`src/rtl/wb2axi4l_pkg.sv`:
```
// Shared types and constants for the Wishbone-classic to AXI4-Lite bridge.
package wb2axi4l_pkg;

  typedef enum logic [2:0] {
    IDLE    = 3'd0,
    WR_REQ  = 3'd1,
    WR_RESP = 3'd2,
    RD_REQ  = 3'd3,
    RD_RESP = 3'd4,
    DONE    = 3'd5
  } state_t;

  localparam logic [1:0] RESP_OKAY   = 2'b00;
  localparam logic [1:0] RESP_EXOKAY = 2'b01;
  localparam logic [1:0] RESP_SLVERR = 2'b10;
  localparam logic [1:0] RESP_DECERR = 2'b11;

  localparam logic [2:0] PROT_DEFAULT = 3'b000;

endpackage

```
`src/rtl/wb2axi4l_bridge.sv`:
```
// Wishbone classic slave to AXI4-Lite master, one outstanding transfer.
// Every Wishbone cycle becomes one AXI read or write and ends in ack or err.
module wb2axi4l_bridge
  import wb2axi4l_pkg::*;
#(
  parameter int ADDR_WIDTH = 32,
  parameter int DATA_WIDTH = 32
) (
  input  logic                  clk_i,
  input  logic                  rst_i,
  input  logic [ADDR_WIDTH-1:0] wb_adr_i,
  input  logic [DATA_WIDTH-1:0] wb_dat_i,
  input  logic [3:0]            wb_sel_i,
  input  logic                  wb_we_i,
  input  logic                  wb_cyc_i,
  input  logic                  wb_stb_i,
  output logic [DATA_WIDTH-1:0] wb_dat_o,
  output logic                  wb_ack_o,
  output logic                  wb_err_o,
  output logic [ADDR_WIDTH-1:0] m_axi_awaddr,
  output logic [2:0]            m_axi_awprot,
  output logic                  m_axi_awvalid,
  input  logic                  m_axi_awready,
  output logic [DATA_WIDTH-1:0] m_axi_wdata,
  output logic [3:0]            m_axi_wstrb,
  output logic                  m_axi_wvalid,
  input  logic                  m_axi_wready,
  input  logic [1:0]            m_axi_bresp,
  input  logic                  m_axi_bvalid,
  output logic                  m_axi_bready,
  output logic [ADDR_WIDTH-1:0] m_axi_araddr,
  output logic [2:0]            m_axi_arprot,
  output logic                  m_axi_arvalid,
  input  logic                  m_axi_arready,
  input  logic [DATA_WIDTH-1:0] m_axi_rdata,
  input  logic [1:0]            m_axi_rresp,
  input  logic                  m_axi_rvalid,
  output logic                  m_axi_rready
);

  function automatic logic resp_ok(input logic [1:0] resp);
    return (resp == RESP_OKAY) || (resp == RESP_EXOKAY);
  endfunction

  state_t                  state;
  logic                    abort;
  logic [ADDR_WIDTH-1:0]   adr_q;
  logic [DATA_WIDTH-1:0]   dat_q;
  logic [3:0]              sel_q;
  logic                    aw_done;
  logic                    w_done;
  logic                    aborting;

  assign m_axi_awaddr = adr_q;
  assign m_axi_araddr = adr_q;
  assign m_axi_wdata  = dat_q;
  assign m_axi_wstrb  = sel_q;
  assign m_axi_awprot = PROT_DEFAULT;
  assign m_axi_arprot = PROT_DEFAULT;

  // A write channel is finished once its valid is gone or is being accepted now.
  assign aw_done  = !m_axi_awvalid || m_axi_awready;
  assign w_done   = !m_axi_wvalid  || m_axi_wready;
  assign aborting = abort || !wb_cyc_i;

  always_ff @(posedge clk_i or posedge rst_i) begin
    if (rst_i) begin
      state         <= IDLE;
      abort         <= 1'b0;
      adr_q         <= '0;
      dat_q         <= '0;
      sel_q         <= '0;
      wb_dat_o      <= '0;
      wb_ack_o      <= 1'b0;
      wb_err_o      <= 1'b0;
      m_axi_awvalid <= 1'b0;
      m_axi_wvalid  <= 1'b0;
      m_axi_bready  <= 1'b0;
      m_axi_arvalid <= 1'b0;
      m_axi_rready  <= 1'b0;
    end else begin
      wb_ack_o <= 1'b0;
      wb_err_o <= 1'b0;
      if (state != IDLE && state != DONE && !wb_cyc_i) abort <= 1'b1;

      case (state)
        IDLE: begin
          if (wb_cyc_i && wb_stb_i) begin
            adr_q <= wb_adr_i;
            dat_q <= wb_dat_i;
            sel_q <= wb_sel_i;
            abort <= 1'b0;
            if (wb_we_i) begin
              m_axi_awvalid <= 1'b1;
              m_axi_wvalid  <= 1'b1;
              state         <= WR_REQ;
            end else begin
              m_axi_arvalid <= 1'b1;
              state         <= RD_REQ;
            end
          end
        end
        WR_REQ: begin
          if (m_axi_awready) m_axi_awvalid <= 1'b0;
          if (m_axi_wready)  m_axi_wvalid  <= 1'b0;
          if (aw_done && w_done) begin
            m_axi_bready <= 1'b1;
            state        <= WR_RESP;
          end
        end
        WR_RESP: begin
          if (m_axi_bvalid) begin
            m_axi_bready <= 1'b0;
            wb_ack_o     <= !aborting &&  resp_ok(m_axi_bresp);
            wb_err_o     <= !aborting && !resp_ok(m_axi_bresp);
            state        <= DONE;
          end
        end
        RD_REQ: begin
          if (m_axi_arready) begin
            m_axi_arvalid <= 1'b0;
            m_axi_rready  <= 1'b1;
            state         <= RD_RESP;
          end
        end
        RD_RESP: begin
          if (m_axi_rvalid) begin
            m_axi_rready <= 1'b0;
            if (!aborting) wb_dat_o <= m_axi_rdata;
            wb_ack_o     <= !aborting &&  resp_ok(m_axi_rresp);
            wb_err_o     <= !aborting && !resp_ok(m_axi_rresp);
            state        <= DONE;
          end
        end
        DONE:    state <= IDLE;
        default: state <= IDLE;
      endcase
    end
  end

endmodule
```
`config.mk`:
```
export PLATFORM = sky130hd
export DESIGN_NAME = wb2axi4l_bridge
export DESIGN_NICKNAME = d
export VERILOG_FILES = /design/src/rtl/wb2axi4l_pkg.sv /design/src/rtl/wb2axi4l_bridge.sv
export SDC_FILE = /design/constraint.sdc
export NUM_CORES = 1
export LEC_CHECK = 0
export BUFFER_PORTS_ARGS = -buffer_cell sky130_fd_sc_hd__buf_2
export CAP_MARGIN = 0
export CORE_MARGIN = 5
export CORE_UTILIZATION = 40
export CTS_BUF_LIST = sky130_fd_sc_hd__clkbuf_16
export CTS_CLUSTER_DIAMETER = 150
export DETAILED_ROUTE_END_ITERATION = 8
export HOLD_SLACK_MARGIN = 0.12
export MAX_ROUTING_LAYER = met4
export PLACE_DENSITY = 0.74
export SYNTH_ARGS = -nofsm -noshare
export SYNTH_HDL_FRONTEND = slang
export SYNTH_SLANG_ARGS = --single-unit
```
`constraint.sdc`:
```
create_clock -name clk_i -period 2.9 [get_ports clk_i]
set_clock_uncertainty 0.05 [all_clocks]
set_input_delay 0 -clock clk_i [delete_from_list [all_inputs] [get_ports clk_i]]
set_output_delay 0 -clock clk_i [all_outputs]
set_load 0.02 [all_outputs]
```
==> impl_metrics.toml, run 1 <==
[outcome]
run_status = "finished clean"

[finish]
area_of_combinational_cells_with_multiple_inputs_um2 = 1440
insertedDiodeCount = 0
design.final.nets = 770
drive_above_1_share_pct = 55.1
seq_area_um2 = 2780
final.fill_count = 849
area.growth.synth_to_final_pct = 54.5

[placed_design]
hpwl_um = 8180
total_of_buffers_placed_on_input_and_output_ports = 250
gp_routability_congestion = 0.791

[timing]
report.final.slew_viol_count = 0
timing_worst_slew_pin_value_ns = 0.837
min_period_over_period_pct = 84.3
sum_of_negative_setup_slack_ns = 0
hold_viol_final = 0
fmaxAchievable_ghz = 0.409
post-route-min-period_ns = 2.45
rsz0062_at_grt = "false"
relSlewSlack_pct = 44.2
setup_failing_eps_final = 0

[global_route]
grt_pass1_vias = 4045
grt_antenna_before_repair = 0
grt_overflow = 0
grt_pass1_wl_um = 20800
pin_count_of_the_biggest_net_entering_global_routing = 68
globalRouteTotalUtil_pct = 18.9

[route]
vias = 3699
detailed_route_wire_length_per_cell_um = 15.8
first_iter_violations = 166
remaining_drc_errors = 0
ant_nets = 0
routed_wl_um = 12600
firstDrtPassIters = 4
viasPerCell = 4.61

[power_and_ir_drop]
totalPowerFinal_w = 0.00730
leakagePower_nw = 3.66
powerDensity_nw_per_um2 = 1020
peakVddDrop_uv = 908

[worst_setup_path]
worst_r2r_startpoint = "state[2]"
timing.reg2reg.setup_slack_ns = 0.45
r2r-end = "m_axi_awvalid"
required_ns = 3.12
setup.worst_path.class = "reg2reg"
data_arrival_time_of_the_worst_path_ns = 2.67
endpoint_kind = "register"
path_max_fanout = 56
critical_path.startpoint_type = "register"
rr_worst_depth = 5

[synth]
synth_async_sr_flop_share_pct = 100
synth_top_family_by_area = "multiplexers"
synth_area_in_adders_pct = 0
synth_most_common_cell = "dfrtp_1"
synth_xor_area_share_pct = 0
netlist_instances = 320
synthTopCellsByArea = "dfrtp_1 (60%), mux2_2 (23%), buf_4 (6.6%), buf_6 (1.9%), mux2_1 (1.7%)"
synth_compound_area_share_pct = 2.86
post_synth_and_or_nand_nor_area_fraction_pct = 3.35
ys_seq_elements = 111
yosysTopAreaCellShare_pct = 59.9
synth.lib_cells_used.distinct = 29
synth_area_leader_cell = "dfrtp_1"
yosysWarnings = 0
most_numerous_cell_types_in_the_synthesized_netlist = "dfrtp_1 (111), mux2_2 (93), buf_4 (41), a21oi_1 (9)"
synth-seq-area-share_pct = 59.9
synth_edf_count = 0
multiplexer_share_of_the_synthesized_area_pct = 24.3
synth.avg_cell_area_um2 = 14.5
synth_top_flop_cell = "dfrtp_1"
mappedNetlistArea_um2 = 4640

[clock_tree]
numCtsBuffers = 9
cts_buffer_depth = 2
clk_latency_ns = 0.34
tritoncts = "done"
numClockSinks = 111
path_clk_slew_ns = 0.07
cts.htree.levels = 3
post_cts.repair.setup_buffers = 0
clk_root_buffer_cell = "clkbuf_16"

[flow_run]
max_cap_viols = 0

[floorplan]
design.die.area_um2 = 13800
rows = 39
die_w_um = 118
placeableCoreArea_um2 = 11400
floorplan.initialDensity_pct = 40.8
num_io_pins = 259
chipHeight_um = 118

[hold_path]
timing.hold.worst.class = "in2async"
==> area by class of cell <==
| class | count | share of cell area (%) |
|---|---|---|
| sequential | 111 | 38.8 |
| clock buffer | 9 | 3.14 |
| inverter | 8 | 0.472 |
| clock inverter | 5 | 0.716 |
| timing repair buffer | 372 | 34.3 |
| tap | 143 | 2.50 |
| multi-input combinational | 154 | 20.1 |
==> registers in the layout (all words and copies together), names as in the netlist <==
name / flops
m_axi_araddr: 32
m_axi_wdata: 32
wb_dat_o: 32
m_axi_wstrb: 4
state: 3
abort: 1
m_axi_arvalid: 1
m_axi_awvalid: 1
m_axi_bready: 1
m_axi_rready: 1
m_axi_wvalid: 1
wb_ack_o: 1
wb_err_o: 1
==> cell families after synthesis <==
family,Yosys count
mux,100
compound gates,23
other cells,1
simple gates,25
flops,111
buf+inv,60
==> metrics by stage <==
stage / hold slack [ns] / util, % / area [um^2] / setup WS [ns] / std cells
3_5_place_dp: 0.150 / 50.3 / 5720 / 0.819 / 671
4_1_cts: 0.340 / 63.0 / 7160 / 0.408 / 802
3_3_place_gp: 0.138 / 50.3 / 5720 / 0.872 / 671
6_report: 0.324 / 63.0 / 7160 / 0.454 / 802
2_1_floorplan: 0.0357 / - / 4660 / 1.21 / 325
5_1_grt: 0.372 / 63.0 / 7160 / 0.254 / 802
==> metal layers <==
layer	wire length [um]	vias to the layer above	GRT usage (%)
li1	-	1735	-
met1	4560	1788	19.8
met2	6940	152	34.2
met3	824	24	4.57
met4	318	0	7.17
met5	0	-	-
==> where the power goes <==
part           total (W)  switching (W)  internal [W]
Clock            0.00117       0.000518      0.000654
Combinational    0.00341        0.00198       0.00143
Sequential       0.00272       0.000468       0.00225
==> cells in the final DEF, fill, tap and decap left out, drive strengths merged <==
master and instances:
nor4 1, and4 1, or4 1, o211ai 1, conb 6, and3 1, dlygate4sd3 117, nor2 2
o22ai 3, clkinvlp 2, nand3 1, a22o 1, nand3b 2, clkinv 3, a31oi 1, nand2b 3
o21ai 6, nor2b 3, nor3b 1, mux2 100, o21bai 1, nand2 7, inv 7, a21oi 9
and2 2, o2bb2ai 1, buf 255, dfrtp 111, clkbuf 9, bufinv 1
==> worst max path at each step <==
| stage | start | end | slack [ns] | cells after the start |
|---|---|---|---|---|
| finish | state[2] | m_axi_awvalid | 0.45 | 5 |
| global placement | state[2] | m_axi_wdata[12] | 0.87 | 3 |
| floorplan | state[0] | m_axi_araddr[0] | 1.21 | 4 |
| detailed placement | state[2] | m_axi_wdata[18] | 0.82 | 3 |
| CTS | state[2] | m_axi_wvalid | 0.41 | 5 |
| global route | state[2] | m_axi_wvalid | 0.25 | 5 |
==> worst max-delay path: stages, from the launching register on <==
cell and delay, ns:
dfrtp_1 0.53, nor4_4 0.34, buf_4 0.60, a21oi_1 0.16, a21oi_1 0.14, dlygate4sd3_1 0.56
==> repair_timing <==
item,4_1_cts,5_1_grt
endpoints found under the setup margin,0,0
gates resized for setup,0,0
hold buffers,117,0
hold endpoints to repair,222,0
Note: power is estimated with default switching activity, not from simulation.
==> inputs of run 2 (changes only) <==
- ABC_AREA: not set -> 1
- clock period: 2.9 -> 2.1 ns (I/O delays scaled with it)
==> run 2 against run 1 <==
Count of clock-buffer cells in the layout did not move. Critical path depth is the same. Total power is 38% higher. Highest routed layer unchanged. Critical path type unchanged. Largest power group unchanged.
==> impl_metrics.toml, run 2 <==
[timing]
fmaxAchievable_ghz = 0.519
relSlewSlack_pct = 56.1
min_period_over_period_pct = 91.7
post-route-min-period_ns = 1.93
sum_of_negative_setup_slack_ns = 0
timing_worst_slew_pin_value_ns = 0.658
report.final.slew_viol_count = 0
hold_viol_final = 0
setup_failing_eps_final = 0
rsz0062_at_grt = "false"

[finish]
most_common_cell_after_layout_fill_and_taps_aside = "nand2_1"
most-common-layout-cells = "nand2_1 (327), buf_2 (250), dlygate4sd3_1 (117)"
area.growth.synth_to_final_pct = 55.3
drive_above_1_share_pct = 31.5
finish.instance_area_um2 = 7240
design.final.nets = 993
final.fill_count = 941
utilization_pct = 63.4
insertedDiodeCount = 0

[worst_setup_path]
data_arrival_time_of_the_worst_path_ns = 2.14
endpoint_kind = "register"
setup.worst_path.class = "reg2reg"
required_ns = 2.32
critical_path.startpoint_type = "register"
rr_worst_depth = 5
path_max_fanout = 33

[power_and_ir_drop]
power.switching_w = 0.00443
powerDensity_nw_per_um2 = 1390
power_report.internal_total_w = 0.00566
switching_fraction_of_total_power_pct = 43.9
pwr-share-comb_pct = 47.0
share_seq_of_total_power_pct = 36.9
clock_network_power_share_pct = 16.1
peakVddDrop_uv = 844
leakagePower_nw = 4.26

[route]
viasPerCell = 4.56
routed_wl_um = 14100
first_iter_violations = 255
vias = 4683
detailed_route_wire_length_per_cell_um = 13.7
ant_nets = 0
firstDrtPassIters = 5
remaining_drc_errors = 0

[synth]
mappedNetlistArea_um2 = 4660
synth_area_leader_cell = "dfrtp_1"
synth-seq-area-share_pct = 59.6
synthTopCellsByArea = "dfrtp_1 (60%), nand2_1 (26%), buf_4 (6.4%), buf_2 (1.5%), inv_1 (1.2%)"
netlist_instances = 550
ys_seq_elements = 111
yosysWarnings = 0
most_numerous_cell_types_in_the_synthesized_netlist = "nand2_1 (327), dfrtp_1 (111), buf_4 (40), inv_1 (15), buf_2 (14)"
synth_most_common_cell = "nand2_1"
synth.lib_cells_used.distinct = 18
yosysTopAreaCellShare_pct = 59.6
synth_async_sr_flop_share_pct = 100
synth.avg_cell_area_um2 = 8.48
synth_top_flop_cell = "dfrtp_1"
synth_edf_count = 0

[floorplan]
placeableCoreArea_um2 = 11400
num_io_pins = 259
design.die.area_um2 = 13900
chipHeight_um = 118
die_w_um = 118
rows = 39
floorplan.initialDensity_pct = 40.8

[global_route]
pin_count_of_the_biggest_net_entering_global_routing = 70
grt_overflow = 0
grt_pass1_wl_um = 22700
grt_antenna_before_repair = 0
globalRouteTotalUtil_pct = 20.4
grt_pass1_vias = 4671

[clock_tree]
clk_root_buffer_cell = "clkbuf_16"
numCtsBuffers = 9
numClockSinks = 111
cts.htree.levels = 3
path_clk_slew_ns = 0.07
tritoncts = "done"
cts_buffer_depth = 2
post_cts.repair.setup_buffers = 0
clk_latency_ns = 0.33

[placed_design]
gp_routability_congestion = 0.826
total_of_buffers_placed_on_input_and_output_ports = 250
dpl-instance-area_um2 = 5790
hpwl_um = 9030

[flow_run]
max_cap_viols = 0

[hold_path]
timing.hold.worst.class = "in2async"

[outcome]
run_status = "finished clean"
## run 2: worst paths after layout
path	to	start	slack, ns
worst min register to register	m_axi_wdata[28]	m_axi_wdata[28]	0.42
worst max register to register	wb_ack_o	state[0]	0.17
worst max-delay path	wb_ack_o	state[0]	0.17
max in group asynchronous	m_axi_araddr[30]	rst_i	1.42
min in group clk_i	wb_dat_o[11]	m_axi_rdata[11]	0.34
worst min-delay path	wb_dat_o[27]	rst_i	0.30
## run 2: area by class of cell
type                    count  area [um^2]  share of cell area (%)
flip-flops and latches    111         2780                    38.4
repair buffers            372         2500                    34.5
multi-input cells         367         1440                    19.8
clock buffers               9          225                    3.11
well taps                 143          179                    2.47
inverters                  18         71.3                   0.985
clock inverters             6         53.8                   0.743
## run 2: repair_timing
action	4_1_cts	5_1_grt
hold endpoints to repair	222	0
hold buffers	117	0
endpoints found under the setup margin	0	2
resized for setup	0	3
## run 2: logic make-up after synthesis
| family | share of synthesized area (%) |
|---|---|
| simple gates | 29.1 |
| flops | 59.6 |
| buf+inv | 10.1 |
| compound gates | 1.13 |
| other cells | 0.0804 |
## run 2: power by group through the flow
stage	logic, W	clock network [W]	registers, W
floorplan	0.00201	0	0.00491
global placement	0.00446	0	0.00371
detailed placement	0.00452	0	0.00373
CTS	0.00475	0.00166	0.00371
global route	0.00515	0.00176	0.00386
finish	0.00474	0.00163	0.00373
## run 2: worst max-delay path, stage by stage, from the launching register on
cell and delay [ns]:
dfrtp_2 0.46, nor2_4 0.18, nand4_2 0.13, buf_4 0.26, o22ai_1 0.20, dlygate4sd3_1 0.56
## run 2: metrics by stage
step | cells | hold slack, ns | total power (W) | worst slack, ns
after floorplan | 555 | 0.0507 | 0.00692 | 0.707
after global placement | 894 | 0.0848 | 0.00816 | 0.333
after detailed placement | 894 | 0.0945 | 0.00825 | 0.320
after CTS | 1026 | 0.276 | 0.0101 | 0.207
after global routing | 1026 | 0.332 | 0.0108 | 0.00192
final | 1026 | 0.297 | 0.0101 | 0.175
## run 2: per-layer routing
layer	track usage [%]	vias to the layer above	part of all wire [%]
li1	-	2263	-
met1	23.0	2179	39
met2	35.1	199	51
met3	3.80	42	5.7
met4	9.32	0	3.6
met5	-	-	0
==> inputs of run 3 (changes only) <==
- CELL_PAD_IN_SITES_DETAIL_PLACEMENT: not set -> 1
- CELL_PAD_IN_SITES_GLOBAL_PLACEMENT: not set -> 1
- CORE_UTILIZATION: 40 -> 28
==> run 3 against run 2 <==
Hold slack worse by 0.12 ns. Combinational power increased by 2%. Total power increased by 4.0%. First-iteration DRC count down 50%. Worst setup slack worse by 0.023 ns. Critical path depth grew 3. Non-clock buffer count rose by 11. Sequential share of layout area shrank 1.4 points. Count of clock-buffer cells in the layout unchanged.
==> impl_metrics.toml, run 3 (same netlist as run 2, synthesis figures left out) <==
[global_route]
grt_use_met1_pct = 19.8
routing_layer_with_the_top_usage_in_global_route = "met2"
grt_pass1_vias = 5194
grt_overflow = 0
grt_antenna_before_repair = 1
globalRouteTotalUtil_pct = 18.2
pin_count_of_the_biggest_net_entering_global_routing = 70
grt_pass1_wl_um = 27700
globalRouteMet2Util_pct = 33.5
grt_util_met3_pct = 3.21

[flow_run]
max_cap_viols = 0

[hold_path]
min_path_cells = 6
timing.hold.worst.class = "in2reg"
hold_path_end = "m_axi_wvalid"
timing.hold.worst.start = "wb_stb_i"

[clock_tree]
tritoncts = "done"
cts_buffer_depth = 2
cts.htree.levels = 3
clk_latency_ns = 0.34
post_cts.repair.setup_buffers = 0
clk_root_buffer_cell = "clkbuf_16"
numClockSinks = 111
path_clk_slew_ns = 0.08
numCtsBuffers = 9

[timing]
sum_of_negative_setup_slack_ns = 0
fin_hold_ws_ns = 0.172
fmaxAchievable_ghz = 0.513
rsz0062_at_grt = "false"
relSlewSlack_pct = 61.1
setup_failing_eps_final = 0
min_period_over_period_pct = 92.8
report.final.slew_viol_count = 0
post-route-min-period_ns = 1.95
timing_worst_slew_pin_value_ns = 0.582
hold_viol_final = 0

[worst_setup_path]
worst_r2r_startpoint = "state[2]"
data_arrival_time_of_the_worst_path_ns = 2.12
required_ns = 2.27
path_max_fanout = 9
timing.critical_path.mode_cell = "nor2_1"
timing.reg2reg.setup_slack_ns = 0.15
r2r-end = "m_axi_arvalid"
rr_worst_depth = 8
max_stage_delay_ns = 0.55
worstPathBufferInverterCount = 3
setup.worst_path.class = "reg2reg"
critical_path.startpoint_type = "register"
crit_chain = "inv_2, nand2_2, inv_1, nand2_1, nor2_1, dlygate4sd3_1, nor2_1, nor2_1"
cpLargestDelayFamily = "buffers and inverters"
endpoint_kind = "register"
crit_slowest_cell = "dlygate4sd3_1"

[finish]
most_common_cell_after_layout_fill_and_taps_aside = "nand2_1"
area_of_combinational_cells_with_multiple_inputs_um2 = 1440
seq_area_um2 = 2780
most-common-layout-cells = "nand2_1 (327), buf_2 (250), dlygate4sd3_1 (127)"
final.fill_count = 2023
design.final.nets = 1004
area.growth.synth_to_final_pct = 61.1
drive_above_1_share_pct = 31.3

[route]
detailed_route_wire_length_per_cell_um = 15.6
viasPerCell = 4.25
vias = 4742
first_iter_violations = 127
remaining_drc_errors = 0
ant_nets = 0
routed_wl_um = 17400
firstDrtPassIters = 4

[placed_design]
hpwl_um = 10500
gp_routability_congestion = 0.786
total_of_buffers_placed_on_input_and_output_ports = 250

[outcome]
run_status = "finished clean"

[power_and_ir_drop]
totalPowerFinal_w = 0.0105
peakVddDrop_uv = 588
leakagePower_nw = 4.32
powerDensity_nw_per_um2 = 1400

[floorplan]
num_io_pins = 259
die_w_um = 139
design.die.area_um2 = 19300
chipHeight_um = 139
floorplan.initialDensity_pct = 28.3
placeableCoreArea_um2 = 16500
rows = 47
[run 3: cell types whose count changed in the layout (fill, tap and decap cells not counted), moves of 2 or more]
cell and change:
clkinv_4 +2, dfrtp_2 -2, buf_12 +2, dfrtp_1 +2, dlygate4sd3_1 +10
[run 3: worst max path at each step]
stage | start | end | slack, ns | cells after the start
after floorplan | rst_i | abort | 0.71 | 1
after global placement | state[2] | m_axi_araddr[31] | 0.38 | 7
after detailed placement | state[2] | m_axi_araddr[15] | 0.34 | 7
after CTS | state[1] | state[2] | 0.14 | 9
after global routing | state[2] | m_axi_arvalid | 0.04 | 8
final | state[2] | m_axi_arvalid | 0.15 | 8
[run 3: repair_timing]
| item | CTS | global route |
|---|---|---|
| hold endpoints to repair | 222 | 0 |
| endpoints found under the setup margin | 0 | 1 |
| hold buffers | 127 | 0 |
| resized for setup | 0 | 1 |
[run 3: area by class of cell]
| cell class | instances | share of cell area, % |
|---|---|---|
| multi-input cells | 367 | 19.1 |
| clock buffers | 9 | 3.00 |
| inverters | 18 | 0.949 |
| clock inverters | 7 | 1.27 |
| well taps | 220 | 3.66 |
| diodes | 1 | 0.0333 |
| repair buffers | 383 | 35.0 |
| flip-flops and latches | 111 | 37.0 |
[run 3: stage by stage]
stage | instances | setup WS, ns | area [um^2] | utilization [%]
global route | 1116 | 0.0392 | 7510 | 45.6
finish | 1116 | 0.152 | 7510 | 45.6
global placement | 972 | 0.382 | 5920 | 35.9
floorplan | 555 | 0.707 | 4690 | -
CTS | 1115 | 0.140 | 7510 | 45.6
detailed placement | 972 | 0.342 | 5920 | 35.9
[run 3: report_power, final]
group          switching, W  internal (W)  total, W
Combinational       0.00322       0.00162   0.00485
Sequential         0.000663       0.00312   0.00379
Clock              0.000809       0.00105   0.00186
Total               0.00470       0.00579    0.0105
[run 3: metal layers]
metal	up-vias	share of wire, %
met1	2263	39
met5	-	0
li1	2287	-
met4	0	2.1
met3	28	4.4
met2	164	54
[run 3: worst register-to-register path, cell delays in order (launching register included)]
cell,delay (ns)
dfrtp_1,0.54
inv_2,0.11
nand2_2,0.12
inv_1,0.07
nand2_1,0.16
nor2_1,0.06
dlygate4sd3_1,0.55
nor2_1,0.11
nor2_1,0.06
